$ cat src/rtl/lorenzo_window_buffer_pkg.sv
// ============================================================================
//  Module      : lorenzo_window_buffer_pkg
//  Description : Shared constants, types and helpers for the SZ line-history
//                window buffer ahead of the Lorenzo predictor.
//  Revision    : 1.0 - initial release
// ============================================================================
`default_nettype none

package lorenzo_window_buffer_pkg;

    // Default sample width and row length used by the SZ front end
    localparam int c_SZ_WIDTH    = 32;
    localparam int c_SZ_ROW_LEN  = 49;

    // Deepest history the window supports (north/north-west rows)
    localparam int c_SZ_HIST_MAX = 3;

    // Row counter saturates at HIST_ROWS, which never exceeds 3
    typedef logic [1:0] row_cnt_t;

    // Width of a column index for a row of row_len samples
    function automatic int col_width(input int row_len);
        return (row_len < 2) ? 1 : $clog2(row_len);
    endfunction

endpackage

`default_nettype wire

$ cat src/rtl/lorenzo_window_buffer_if.sv
// ============================================================================
//  Module      : lorenzo_window_buffer_if
//  Description : Input sample stream and output window stream of the
//                window buffer, each with valid/ready flow control.
//  Revision    : 1.0 - initial release
// ============================================================================
`default_nettype none

interface lorenzo_window_buffer_if
    import lorenzo_window_buffer_pkg::*;
#(
    parameter int WIDTH     = c_SZ_WIDTH,
    parameter int ROW_LEN   = c_SZ_ROW_LEN,
    parameter int HIST_ROWS = 1
) ();

    localparam int c_COL_W = col_width(ROW_LEN);

    // Input sample stream
    logic                       in_valid;
    logic                       in_ready;
    logic [WIDTH-1:0]           in_data;
    logic                       in_sof;

    // Output window stream
    logic                       out_valid;
    logic                       out_ready;
    logic [WIDTH-1:0]           out_cur;
    logic [WIDTH-1:0]           out_west;
    logic [HIST_ROWS*WIDTH-1:0] out_north;
    logic [HIST_ROWS*WIDTH-1:0] out_nwest;
    logic [c_COL_W-1:0]         out_col;
    logic                       out_eol;

    // Window buffer side
    modport slave (
        input  in_valid, in_data, in_sof, out_ready,
        output in_ready, out_valid, out_cur, out_west,
               out_north, out_nwest, out_col, out_eol
    );

    // Producer / consumer side
    modport master (
        output in_valid, in_data, in_sof, out_ready,
        input  in_ready, out_valid, out_cur, out_west,
               out_north, out_nwest, out_col, out_eol
    );

endinterface

`default_nettype wire

$ cat src/rtl/lorenzo_window_buffer_row_delay.sv
// ============================================================================
//  Module      : lorenzo_window_buffer_row_delay
//  Description : Enable-gated ROW_LEN-deep delay line. The tap is the word
//                written exactly ROW_LEN enables ago (read-before-write), and
//                tap_prev holds the tap seen at the previous enable.
//  Revision    : 1.0 - initial release
// ============================================================================
`default_nettype none

module lorenzo_window_buffer_row_delay
    import lorenzo_window_buffer_pkg::*;
#(
    parameter int WIDTH   = c_SZ_WIDTH,
    parameter int ROW_LEN = c_SZ_ROW_LEN
) (
    input  wire logic             clk,
    input  wire logic             rst,
    input  wire logic             en,
    input  wire logic [WIDTH-1:0] din,
    output logic      [WIDTH-1:0] tap,
    output logic      [WIDTH-1:0] tap_prev
);

    localparam int c_ADDR_W = col_width(ROW_LEN);

    logic [WIDTH-1:0]    r_mem [ROW_LEN];
    logic [c_ADDR_W-1:0] r_addr;
    logic [WIDTH-1:0]    r_tap_prev;

    // Oldest word sits at the write pointer, so read it before it is replaced
    assign tap      = r_mem[r_addr];
    assign tap_prev = r_tap_prev;

    // Storage array; contents are masked downstream until valid, so no reset
    always_ff @(posedge clk) begin
        if (en) begin
            r_mem[r_addr] <= din;
        end
    end

    // Circular write pointer and the one-column-behind tap register
    always_ff @(posedge clk or negedge rst) begin
        if (!rst) begin
            r_addr     <= '0;
            r_tap_prev <= '0;
        end else if (en) begin
            r_tap_prev <= tap;
            if (r_addr == c_ADDR_W'(ROW_LEN - 1)) begin
                r_addr <= '0;
            end else begin
                r_addr <= r_addr + 1'b1;
            end
        end
    end

endmodule

`default_nettype wire

$ cat src/rtl/lorenzo_window_buffer.sv
// ============================================================================
//  Module      : lorenzo_window_buffer
//  Description : Raster-order line-history buffer. Emits each sample with its
//                west, north and north-west neighbours from up to HIST_ROWS
//                previous rows, zero-padded at frame edges, behind a single
//                valid/ready output register stage.
//  Revision    : 1.0 - initial release
// ============================================================================
`default_nettype none

module lorenzo_window_buffer
    import lorenzo_window_buffer_pkg::*;
#(
    parameter int WIDTH     = c_SZ_WIDTH,
    parameter int ROW_LEN   = c_SZ_ROW_LEN,
    parameter int HIST_ROWS = 1
) (
    input  wire logic             clk,
    input  wire logic             rst,
    lorenzo_window_buffer_if.slave bus
);

    localparam int c_COL_W = col_width(ROW_LEN);

    // Handshake
    logic                       w_in_fire;
    logic                       r_out_valid;

    // Position tracking
    logic [c_COL_W-1:0]         r_col;
    row_cnt_t                   r_row;
    logic [c_COL_W-1:0]         w_col_eff;
    row_cnt_t                   w_row_eff;
    logic                       w_col_last;

    // History
    logic [WIDTH-1:0]           r_west;
    logic [WIDTH-1:0]           w_line_din  [HIST_ROWS];
    logic [WIDTH-1:0]           w_tap       [HIST_ROWS];
    logic [WIDTH-1:0]           w_tap_prev  [HIST_ROWS];
    logic [HIST_ROWS*WIDTH-1:0] w_north;
    logic [HIST_ROWS*WIDTH-1:0] w_nwest;
    logic [WIDTH-1:0]           w_west;

    // Output register stage
    logic [WIDTH-1:0]           r_out_cur;
    logic [WIDTH-1:0]           r_out_west;
    logic [HIST_ROWS*WIDTH-1:0] r_out_north;
    logic [HIST_ROWS*WIDTH-1:0] r_out_nwest;
    logic [c_COL_W-1:0]         r_out_col;
    logic                       r_out_eol;

    // Accept whenever the output register is empty or being drained
    assign bus.in_ready = !r_out_valid || bus.out_ready;
    assign w_in_fire    = bus.in_valid && bus.in_ready;

    // Start-of-frame restarts position for the sample that carries it
    assign w_col_eff  = bus.in_sof ? '0 : r_col;
    assign w_row_eff  = bus.in_sof ? '0 : r_row;
    assign w_col_last = (w_col_eff == c_COL_W'(ROW_LEN - 1));

    // Column and saturating row counters advance only on accepted samples
    always_ff @(posedge clk or negedge rst) begin
        if (!rst) begin
            r_col <= '0;
            r_row <= '0;
        end else if (w_in_fire) begin
            if (w_col_last) begin
                r_col <= '0;
                r_row <= (w_row_eff == row_cnt_t'(HIST_ROWS)) ? w_row_eff
                                                               : w_row_eff + 1'b1;
            end else begin
                r_col <= w_col_eff + 1'b1;
                r_row <= w_row_eff;
            end
        end
    end

    // Last accepted sample, used as the west neighbour of the next one
    always_ff @(posedge clk or negedge rst) begin
        if (!rst) begin
            r_west <= '0;
        end else if (w_in_fire) begin
            r_west <= bus.in_data;
        end
    end

    // Cascaded row delay lines: line k looks k+1 rows up
    for (genvar k = 0; k < HIST_ROWS; k++) begin : g_line
        if (k == 0) begin : g_head
            assign w_line_din[k] = bus.in_data;
        end else begin : g_chain
            assign w_line_din[k] = w_tap[k-1];
        end

        lorenzo_window_buffer_row_delay #(
            .WIDTH   (WIDTH),
            .ROW_LEN (ROW_LEN)
        ) u_row_delay (
            .clk      (clk),
            .rst      (rst),
            .en       (w_in_fire),
            .din      (w_line_din[k]),
            .tap      (w_tap[k]),
            .tap_prev (w_tap_prev[k])
        );

        // Rows that do not exist yet in this frame read as zero
        assign w_north[k*WIDTH +: WIDTH] = (w_row_eff > row_cnt_t'(k))
                                         ? w_tap[k] : '0;
        assign w_nwest[k*WIDTH +: WIDTH] = (w_row_eff > row_cnt_t'(k) && w_col_eff != '0)
                                         ? w_tap_prev[k] : '0;
    end

    assign w_west = (w_col_eff == '0) ? '0 : r_west;

    // Output window register: load on accept, hold while stalled
    always_ff @(posedge clk or negedge rst) begin
        if (!rst) begin
            r_out_valid <= 1'b0;
            r_out_cur   <= '0;
            r_out_west  <= '0;
            r_out_north <= '0;
            r_out_nwest <= '0;
            r_out_col   <= '0;
            r_out_eol   <= 1'b0;
        end else if (w_in_fire) begin
            r_out_valid <= 1'b1;
            r_out_cur   <= bus.in_data;
            r_out_west  <= w_west;
            r_out_north <= w_north;
            r_out_nwest <= w_nwest;
            r_out_col   <= w_col_eff;
            r_out_eol   <= w_col_last;
        end else if (bus.out_ready) begin
            r_out_valid <= 1'b0;
        end
    end

    assign bus.out_valid = r_out_valid;
    assign bus.out_cur   = r_out_cur;
    assign bus.out_west  = r_out_west;
    assign bus.out_north = r_out_north;
    assign bus.out_nwest = r_out_nwest;
    assign bus.out_col   = r_out_col;
    assign bus.out_eol   = r_out_eol;

endmodule

`default_nettype wire

$ cat src/flat_wrapper.sv
// flat-port wrapper written by rule: the top's interface ports become plain ports
module lorenzo_window_buffer_flat import lorenzo_window_buffer_pkg::*;
#(
    parameter int WIDTH     = c_SZ_WIDTH,
    parameter int ROW_LEN   = c_SZ_ROW_LEN,
    parameter int HIST_ROWS = 1
)
  (clk, rst, bus_in_valid, bus_in_data, bus_in_sof, bus_out_ready, bus_in_ready, bus_out_valid, bus_out_cur, bus_out_west, bus_out_north, bus_out_nwest, bus_out_col, bus_out_eol);
  lorenzo_window_buffer_if #(.WIDTH(WIDTH), .ROW_LEN(ROW_LEN), .HIST_ROWS(HIST_ROWS)) bus_i ();
  input  wire logic clk;
  input  wire logic rst;
  input wire logic [$bits(bus_i.in_valid)-1:0] bus_in_valid;
  input wire logic [$bits(bus_i.in_data)-1:0] bus_in_data;
  input wire logic [$bits(bus_i.in_sof)-1:0] bus_in_sof;
  input wire logic [$bits(bus_i.out_ready)-1:0] bus_out_ready;
  output wire logic [$bits(bus_i.in_ready)-1:0] bus_in_ready;
  output wire logic [$bits(bus_i.out_valid)-1:0] bus_out_valid;
  output wire logic [$bits(bus_i.out_cur)-1:0] bus_out_cur;
  output wire logic [$bits(bus_i.out_west)-1:0] bus_out_west;
  output wire logic [$bits(bus_i.out_north)-1:0] bus_out_north;
  output wire logic [$bits(bus_i.out_nwest)-1:0] bus_out_nwest;
  output wire logic [$bits(bus_i.out_col)-1:0] bus_out_col;
  output wire logic [$bits(bus_i.out_eol)-1:0] bus_out_eol;
  assign bus_i.in_valid = bus_in_valid;
  assign bus_i.in_data = bus_in_data;
  assign bus_i.in_sof = bus_in_sof;
  assign bus_i.out_ready = bus_out_ready;
  assign bus_in_ready = bus_i.in_ready;
  assign bus_out_valid = bus_i.out_valid;
  assign bus_out_cur = bus_i.out_cur;
  assign bus_out_west = bus_i.out_west;
  assign bus_out_north = bus_i.out_north;
  assign bus_out_nwest = bus_i.out_nwest;
  assign bus_out_col = bus_i.out_col;
  assign bus_out_eol = bus_i.out_eol;
  lorenzo_window_buffer #(.WIDTH(WIDTH), .ROW_LEN(ROW_LEN), .HIST_ROWS(HIST_ROWS)) u_core (.clk(clk), .rst(rst), .bus(bus_i));
endmodule
$ cat config.mk
export PLATFORM = sky130hd
export DESIGN_NAME = lorenzo_window_buffer_flat
export DESIGN_NICKNAME = d
export VERILOG_FILES = /design/src/rtl/lorenzo_window_buffer_pkg.sv /design/src/rtl/lorenzo_window_buffer_if.sv /design/src/rtl/lorenzo_window_buffer_row_delay.sv /design/src/rtl/lorenzo_window_buffer.sv /design/src/flat_wrapper.sv
export SDC_FILE = /design/constraint.sdc
export NUM_CORES = 2
export LEC_CHECK = 0
export ABC_CLOCK_PERIOD_IN_PS = 5060
export BUFFER_PORTS_ARGS = -buffer_cell sky130_fd_sc_hd__buf_4
export CORE_ASPECT_RATIO = 1.2
export CORE_MARGIN = 2
export CORE_UTILIZATION = 25
export CTS_CLUSTER_SIZE = 40
export DETAILED_ROUTE_END_ITERATION = 10
export SYNTH_ARGS = -nofsm -noshare
export SYNTH_HDL_FRONTEND = slang
export SYNTH_SLANG_ARGS = --single-unit
$ cat constraint.sdc
create_clock -name clk -period 5.06 [get_ports clk]
set_input_delay 0.253 -clock clk [delete_from_list [all_inputs] [get_ports clk]]
set_output_delay 0.253 -clock clk [all_outputs]
set_load 0.02 [all_outputs]
-- Word-level counts from Yosys, hierarchy flattened
Memories as Yosys holds them, arrays and structs flattened.
Cells that the tools add are included.
- register bits after elaboration: 182
- bits in writable memories: 1568
- input bits: 37
- output and inout port bits: 137
- word-level logic and storage cells: 39
- memories: 1
- memory list (memory ; depth ; bits a word ; rd ports ; clocked after memory_dff ; wr ports ; RTL line ; RTL):
    u_core.g_line[0].u_row_delay.r_mem ; 49 ; 32 ; 1 ; 0 ; 1 ; lorenzo_window_buffer_row_delay.sv:26 ; logic [WIDTH-1:0] r_mem [ROW_LEN];
- add/sub/neg operators: 3
- $lt $le $gt $ge: 1
- equal/unequal tests: 3
- mux-type cells: 13
- reduce and logical (&&, ||, !) cells: 7
- operator list (cell ; count):
    $mux 32 ; 3
    $mux 6 ; 3
    $add 6x1->6 const B ; 2
    $eq 6x6->1 const B ; 2
    $logic_not 6->1 ; 1
    $mux 2 ; 3
    $reduce_bool 6->1 ; 1
    $mux 1 ; 4
    $add 2x1->2 const B ; 1
    $eq 2x1->1 const B ; 1
    $gt 2x1->1 const B ; 1
    $logic_and 1x1->1 ; 2
    $reduce_bool 2->1 ; 1
    $logic_not 1->1 ; 1
    $logic_or 1x1->1 ; 1

-- Longest topological paths before layout
- depth in word-level cells: 5
- depth in mapped cells: 10
- gate-level depth less buffers: 8

-- Modules after synthesis
Synthesis repeated with hierarchy kept, for this count alone.
- cell total of the unflattened synthesis: 3826
- area, all modules: 67395.9 um^2
- by module, submodules not included (module ; times used ; cells each ; area an instance (um^2) ; sequential area each (um^2)):
    lorenzo_window_buffer_row_delay ; 1 ; 3423 ; 61725.4 ; 48036.1
    lorenzo_window_buffer ; 1 ; 403 ; 5670.4 ; 3603.5

-- Worst setup path before layout
OpenSTA, ideal clock, no wires.
- kind: reg-to-reg
- start point: reg u_core.g_line[0].u_row_delay.r_addr[0]
- end point: mem u_core.g_line[0].u_row_delay.r_mem[48][0] (netlist name), enable pin
- library setup time: 0.468 ns
- data arrival time: 3.869 ns
- data required time: 4.592 ns
- setup slack: 0.723 ns
- cell stages (with the launch flop): 9
- path buffers: 5
- clock period less this slack: 4.337 ns
- path through: dfrtp_1 > buf_4 > buf_4 > buf_6 > buf_6 > buf_2 > nor2_1 > nand2_1 > nor3b_1
- RTL lines (element ; RTL line ; RTL):
    from (decl) ; lorenzo_window_buffer_row_delay.sv:27 ; logic [c_ADDR_W-1:0] r_addr;
    from (signal assigned) ; lorenzo_window_buffer_row_delay.sv:51 ; r_addr <= r_addr + 1'b1;
    to (decl) ; lorenzo_window_buffer_row_delay.sv:26 ;
No word-level cell before the write port.

-- Worst setup path after layout
- start point: reg u_core.g_line[0].u_row_delay.r_addr[1]
- end point: mem u_core.g_line[0].u_row_delay.r_mem[19][23] (netlist name), enable pin
No word-level cell before the write port.

==> impl_metrics.xml <==
<?xml version="1.0" encoding="UTF-8"?>
<metrics>
  <group name="outcome">
    <metric name="run_status" unit="">finished, final reports clean</metric>
  </group>
  <group name="timing">
    <metric name="final_min_period_over_clock_period" unit="">0.728</metric>
    <metric name="timing.fmax" unit="MHz">271</metric>
    <metric name="finalSetupViolations" unit="">0</metric>
    <metric name="final_report_hold_violation_count" unit="">0</metric>
    <metric name="report.final.slew_viol_count" unit="">0</metric>
    <metric name="timing_worst_slew_pin_value" unit="ns">1.23</metric>
    <metric name="rsz_0062_raised_after_global_routing" unit="">no</metric>
    <metric name="timing.final.crit_period" unit="ns">3.69</metric>
    <metric name="setup_total_negative_slack" unit="ns">0</metric>
    <metric name="max_slew_margin_vs_limit" unit="">0.175</metric>
    <metric name="timing.clock.skew" unit="ns">0.0278</metric>
  </group>
  <group name="clocking">
    <metric name="clock-root-buffer" unit="">sky130_fd_sc_hd__clkbuf_16</metric>
    <metric name="clkLatencyLatePin" unit="ns">0.81</metric>
    <metric name="tritoncts.num_buffers" unit="">165</metric>
    <metric name="cts.path.max_buffers" unit="">3</metric>
    <metric name="clk_pin_slew_worst_paths" unit="ns">0.06</metric>
    <metric name="cts_tree" unit="">yes</metric>
    <metric name="tritoncts_num_sinks" unit="">1750</metric>
    <metric name="post-cts-setup-buffers" unit="">0</metric>
    <metric name="ctsHtreeMaxLevel" unit="">4</metric>
  </group>
  <group name="placement">
    <metric name="portBuffers" unit="">173</metric>
    <metric name="dp_hpwl" unit="µm">116000</metric>
    <metric name="gp_congestion" unit="">0.801</metric>
  </group>
  <group name="setup_path">
    <metric name="critPathLaunch" unit="">u_core.g_line[0].u_row_delay.r_addr[1]</metric>
    <metric name="largest_incremental_delay_on_the_critical_path" unit="ns">0.92</metric>
    <metric name="rr_endpoint" unit="">u_core.g_line[0].u_row_delay.r_mem[19][23]</metric>
    <metric name="worstPathCellList" unit="">nand2b_4 &gt; or3_1 &gt; nor2_4 &gt; buf_4</metric>
    <metric name="cpMaxStageDelayCell" unit="">sky130_fd_sc_hd__dfrtp_4</metric>
    <metric name="critPathRequiredTime" unit="ns">5.55</metric>
    <metric name="critical_path_peak_fanout" unit="">45</metric>
    <metric name="worst_setup_path_endpoint" unit="">u_core.g_line[0].u_row_delay.r_mem[19][23]</metric>
    <metric name="rrSetupSlack" unit="ns">1.37</metric>
    <metric name="crit_end_category" unit="">register</metric>
    <metric name="criticalPathCategory" unit="">reg2reg</metric>
    <metric name="r2r-start" unit="">u_core.g_line[0].u_row_delay.r_addr[1]</metric>
    <metric name="crit_path_start_kind" unit="">register</metric>
    <metric name="reg2regPathDepth" unit="">4</metric>
    <metric name="arrival_time_of_data_at_the_critical_path_endpoint" unit="ns">4.18</metric>
  </group>
  <group name="yosys">
    <metric name="syn-num-nets" unit="">4075</metric>
    <metric name="netlist_area" unit="µm²">68000</metric>
    <metric name="ys_top_cells_by_count" unit="">1568 x sky130_fd_sc_hd__edfxtp_1, 672 x sky130_fd_sc_hd__mux2i_1, 324 x sky130_fd_sc_hd__o22ai_1</metric>
    <metric name="post-synth-top-count-cell" unit="">sky130_fd_sc_hd__edfxtp_1</metric>
    <metric name="synth_top_cells_by_area" unit="">sky130_fd_sc_hd__edfxtp_1 69%, sky130_fd_sc_hd__mux2i_1 9.9%, sky130_fd_sc_hd__dfrtp_1 6.7%</metric>
    <metric name="postSynth.asyncResetShare" unit="">0.104</metric>
    <metric name="synth_cell_types" unit="">58</metric>
    <metric name="yosys.area.top_type_share" unit="">0.693</metric>
    <metric name="post_synth_edffs" unit="">1568</metric>
    <metric name="dominantRegCellSynth" unit="">sky130_fd_sc_hd__edfxtp_1</metric>
    <metric name="mean_syn_cell_area" unit="µm²">16.8</metric>
    <metric name="ys.warnings.count" unit="">0</metric>
    <metric name="gate_count_after_technology_mapping" unit="">4034</metric>
    <metric name="synth_area_leader_cell" unit="">sky130_fd_sc_hd__edfxtp_1</metric>
    <metric name="synth.yosys.seq_area_share" unit="">0.760</metric>
    <metric name="postSynthRegisterBits" unit="">1750</metric>
  </group>
  <group name="final_layout">
    <metric name="post_route_cells_drive_above_1_share" unit="">0.151</metric>
    <metric name="fin_nets" unit="">4312</metric>
    <metric name="areaGrowthSynthToFinish" unit="%">17.4</metric>
    <metric name="utilization" unit="">0.295</metric>
    <metric name="filler_cell_count" unit="">26700</metric>
  </group>
  <group name="power_and_ir_drop">
    <metric name="leakage" unit="µW">0.0265</metric>
    <metric name="power_density_relative_to_cell_area" unit="nW/µm²">467</metric>
    <metric name="pnr_total_power" unit="µW">37300</metric>
    <metric name="power.ir.vdd_worst" unit="V">0.000365</metric>
  </group>
  <group name="routing">
    <metric name="remaining_drc_errors" unit="">0</metric>
    <metric name="first_pass_iters" unit="">5</metric>
    <metric name="vias" unit="">38300</metric>
    <metric name="routedWlPerCell" unit="µm">24.3</metric>
    <metric name="drt-vias-per-instance" unit="">4.79</metric>
    <metric name="postRouteAntennaNets" unit="">0</metric>
    <metric name="routed_wirelength" unit="µm">194000</metric>
    <metric name="detail_route.iter0.violations" unit="">3836</metric>
  </group>
  <group name="floorplanning">
    <metric name="initial_utilization" unit="">0.251</metric>
    <metric name="placementRows" unit="">209</metric>
    <metric name="dieArea" unit="µm²">276000</metric>
    <metric name="core-area" unit="µm²">270000</metric>
    <metric name="ios" unit="">174</metric>
    <metric name="chipWidth" unit="µm">480</metric>
    <metric name="die_y" unit="µm">575</metric>
  </group>
  <group name="global_route">
    <metric name="globalRouteTotalUtil" unit="">0.136</metric>
    <metric name="grt_pass1_wl" unit="µm">276000</metric>
    <metric name="grt_antenna_before_repair" unit="">19</metric>
    <metric name="global_route.overflow_total" unit="">0</metric>
    <metric name="grt_max_degree" unit="">99</metric>
    <metric name="grt_pass1_vias" unit="">37800</metric>
  </group>
  <group name="flow_run">
    <metric name="max_cap_violations" unit="">0</metric>
  </group>
  <group name="min_path">
    <metric name="hp_class" unit="">in2async</metric>
  </group>
</metrics>
[flip-flops by register name, indices dropped and copies added, names as in the netlist]
signal                              flops
u_core.r_west                          32
u_core.g_line.u_row_delay.tap_prev     32
u_core.bus.out_nwest                   32
u_core.g_line.u_row_delay.r_addr        6
u_core.bus.out_north                   32
u_core.bus.out_west                    32
u_core.r_col                            6
u_core.bus.out_col                      6
u_core.r_row                            2
u_core.g_line.u_row_delay.r_mem      1568
u_core.bus.out_eol                      1
u_core.bus.out_valid                    1
[cells by family (layout without fill, tap and decap cells)]
group | after synthesis | in the layout | share of synthesized area
DFF | 1750 | 1750 | 0.760
AOI/OAI and AO/OA | 906 | 906 | 0.0881
muxes | 693 | 693 | 0.102
and+or+nand+nor | 396 | 396 | 0.0271
buffers and inverters | 282 | 654 | 0.0215
adders and majority gates | 4 | 4 | 0.000736
xor gates and xnor gates | 3 | 3 | 0.000387
other | 0 | 3 | 0
[critical path: cells and delay by family, from the launching register on]
family | cells | cell delay [ns]
and+or+nand+nor | 3 | 2.04
DFF | 1 | 0.92
buffers and inverters | 1 | 0.34
[layout make-up]
cell class / count / area, µm² / area share
Sequential cell: 1750 / 51700 / 0.647
Multi-Input combinational cell: 2002 / 15300 / 0.192
Clock buffer: 223 / 4570 / 0.0573
Tap cell: 3587 / 4490 / 0.0562
Timing Repair Buffer: 334 / 2880 / 0.0361
Clock inverter: 79 / 803 / 0.0101
Inverter: 18 / 70.1 / 0.000878
Antenna cell: 3 / 7.51 / 0.0000941
[stage by stage]
stage / cell area, µm² / hold WS (ns) / setup slack (ns) / std cells
detailed placement: 74100 / 0.320 / 1.43 / 7658
CTS: 79800 / 0.00715 / 1.41 / 7993
global placement: 74100 / 0.316 / 1.47 / 7658
finish: 79800 / 0.0313 / 1.37 / 7996
floorplan: 68000 / -0.0426 / 0.723 / 4034
global route: 79800 / 0.0523 / 1.32 / 7995
[worst min path at each step]
stage / to / slack, ns / cells after the start
finish: u_core.bus.out_col[5] / 0.03 / 2
global route: u_core.g_line[0].u_row_delay.r_mem[12][0] / 0.05 / 1
CTS: u_core.bus.out_col[5] / 0.007 / 2
detailed placement: u_core.bus.out_col[5] / 0.32 / 1
global placement: u_core.bus.out_col[5] / 0.32 / 1
floorplan: u_core.bus.out_col[0] / -0.04 / 0
[cell usage in the layout (no fill, tap or decap), types with 32 or more instances in the layout]
cell type / instances
sky130_fd_sc_hd__a22o_1: 32
sky130_fd_sc_hd__o21ai_0: 204
sky130_fd_sc_hd__buf_4: 277
sky130_fd_sc_hd__nor2_1: 40
sky130_fd_sc_hd__nand2_1: 197
sky130_fd_sc_hd__a22oi_1: 36
sky130_fd_sc_hd__mux2i_1: 672
sky130_fd_sc_hd__clkinv_1: 32
sky130_fd_sc_hd__clkbuf_16: 170
sky130_fd_sc_hd__o22ai_1: 324
sky130_fd_sc_hd__dfrtp_1: 179
sky130_fd_sc_hd__clkbuf_1: 41
sky130_fd_sc_hd__and4_1: 33
sky130_fd_sc_hd__nor2_4: 49
sky130_fd_sc_hd__edfxtp_1: 1568
sky130_fd_sc_hd__a31oi_1: 38
sky130_fd_sc_hd__a21oi_1: 86
sky130_fd_sc_hd__dlygate4sd3_1: 33
[routing by layer]
metal	GRT usage	share of wire
met5	0	0.00021
met4	0.0517	0.037
met3	0.0214	0.066
met2	0.231	0.49
met1	0.173	0.40
[power by group]
part	leakage, µW	internal [µW]	switching (µW)	total [µW]
sequential	0.0165	16300	492	16800
clock	0.00262	7060	5390	12500
combinational	0.00745	2600	5420	8020
total	0.0265	26000	11300	37300
[what timing repair did]
item / 4_1_cts / 5_1_grt
resized for setup: 0 / 0
hold endpoints to repair: 1149 / 0
hold buffers: 33 / 0
(Power assumes the default switching activity.)
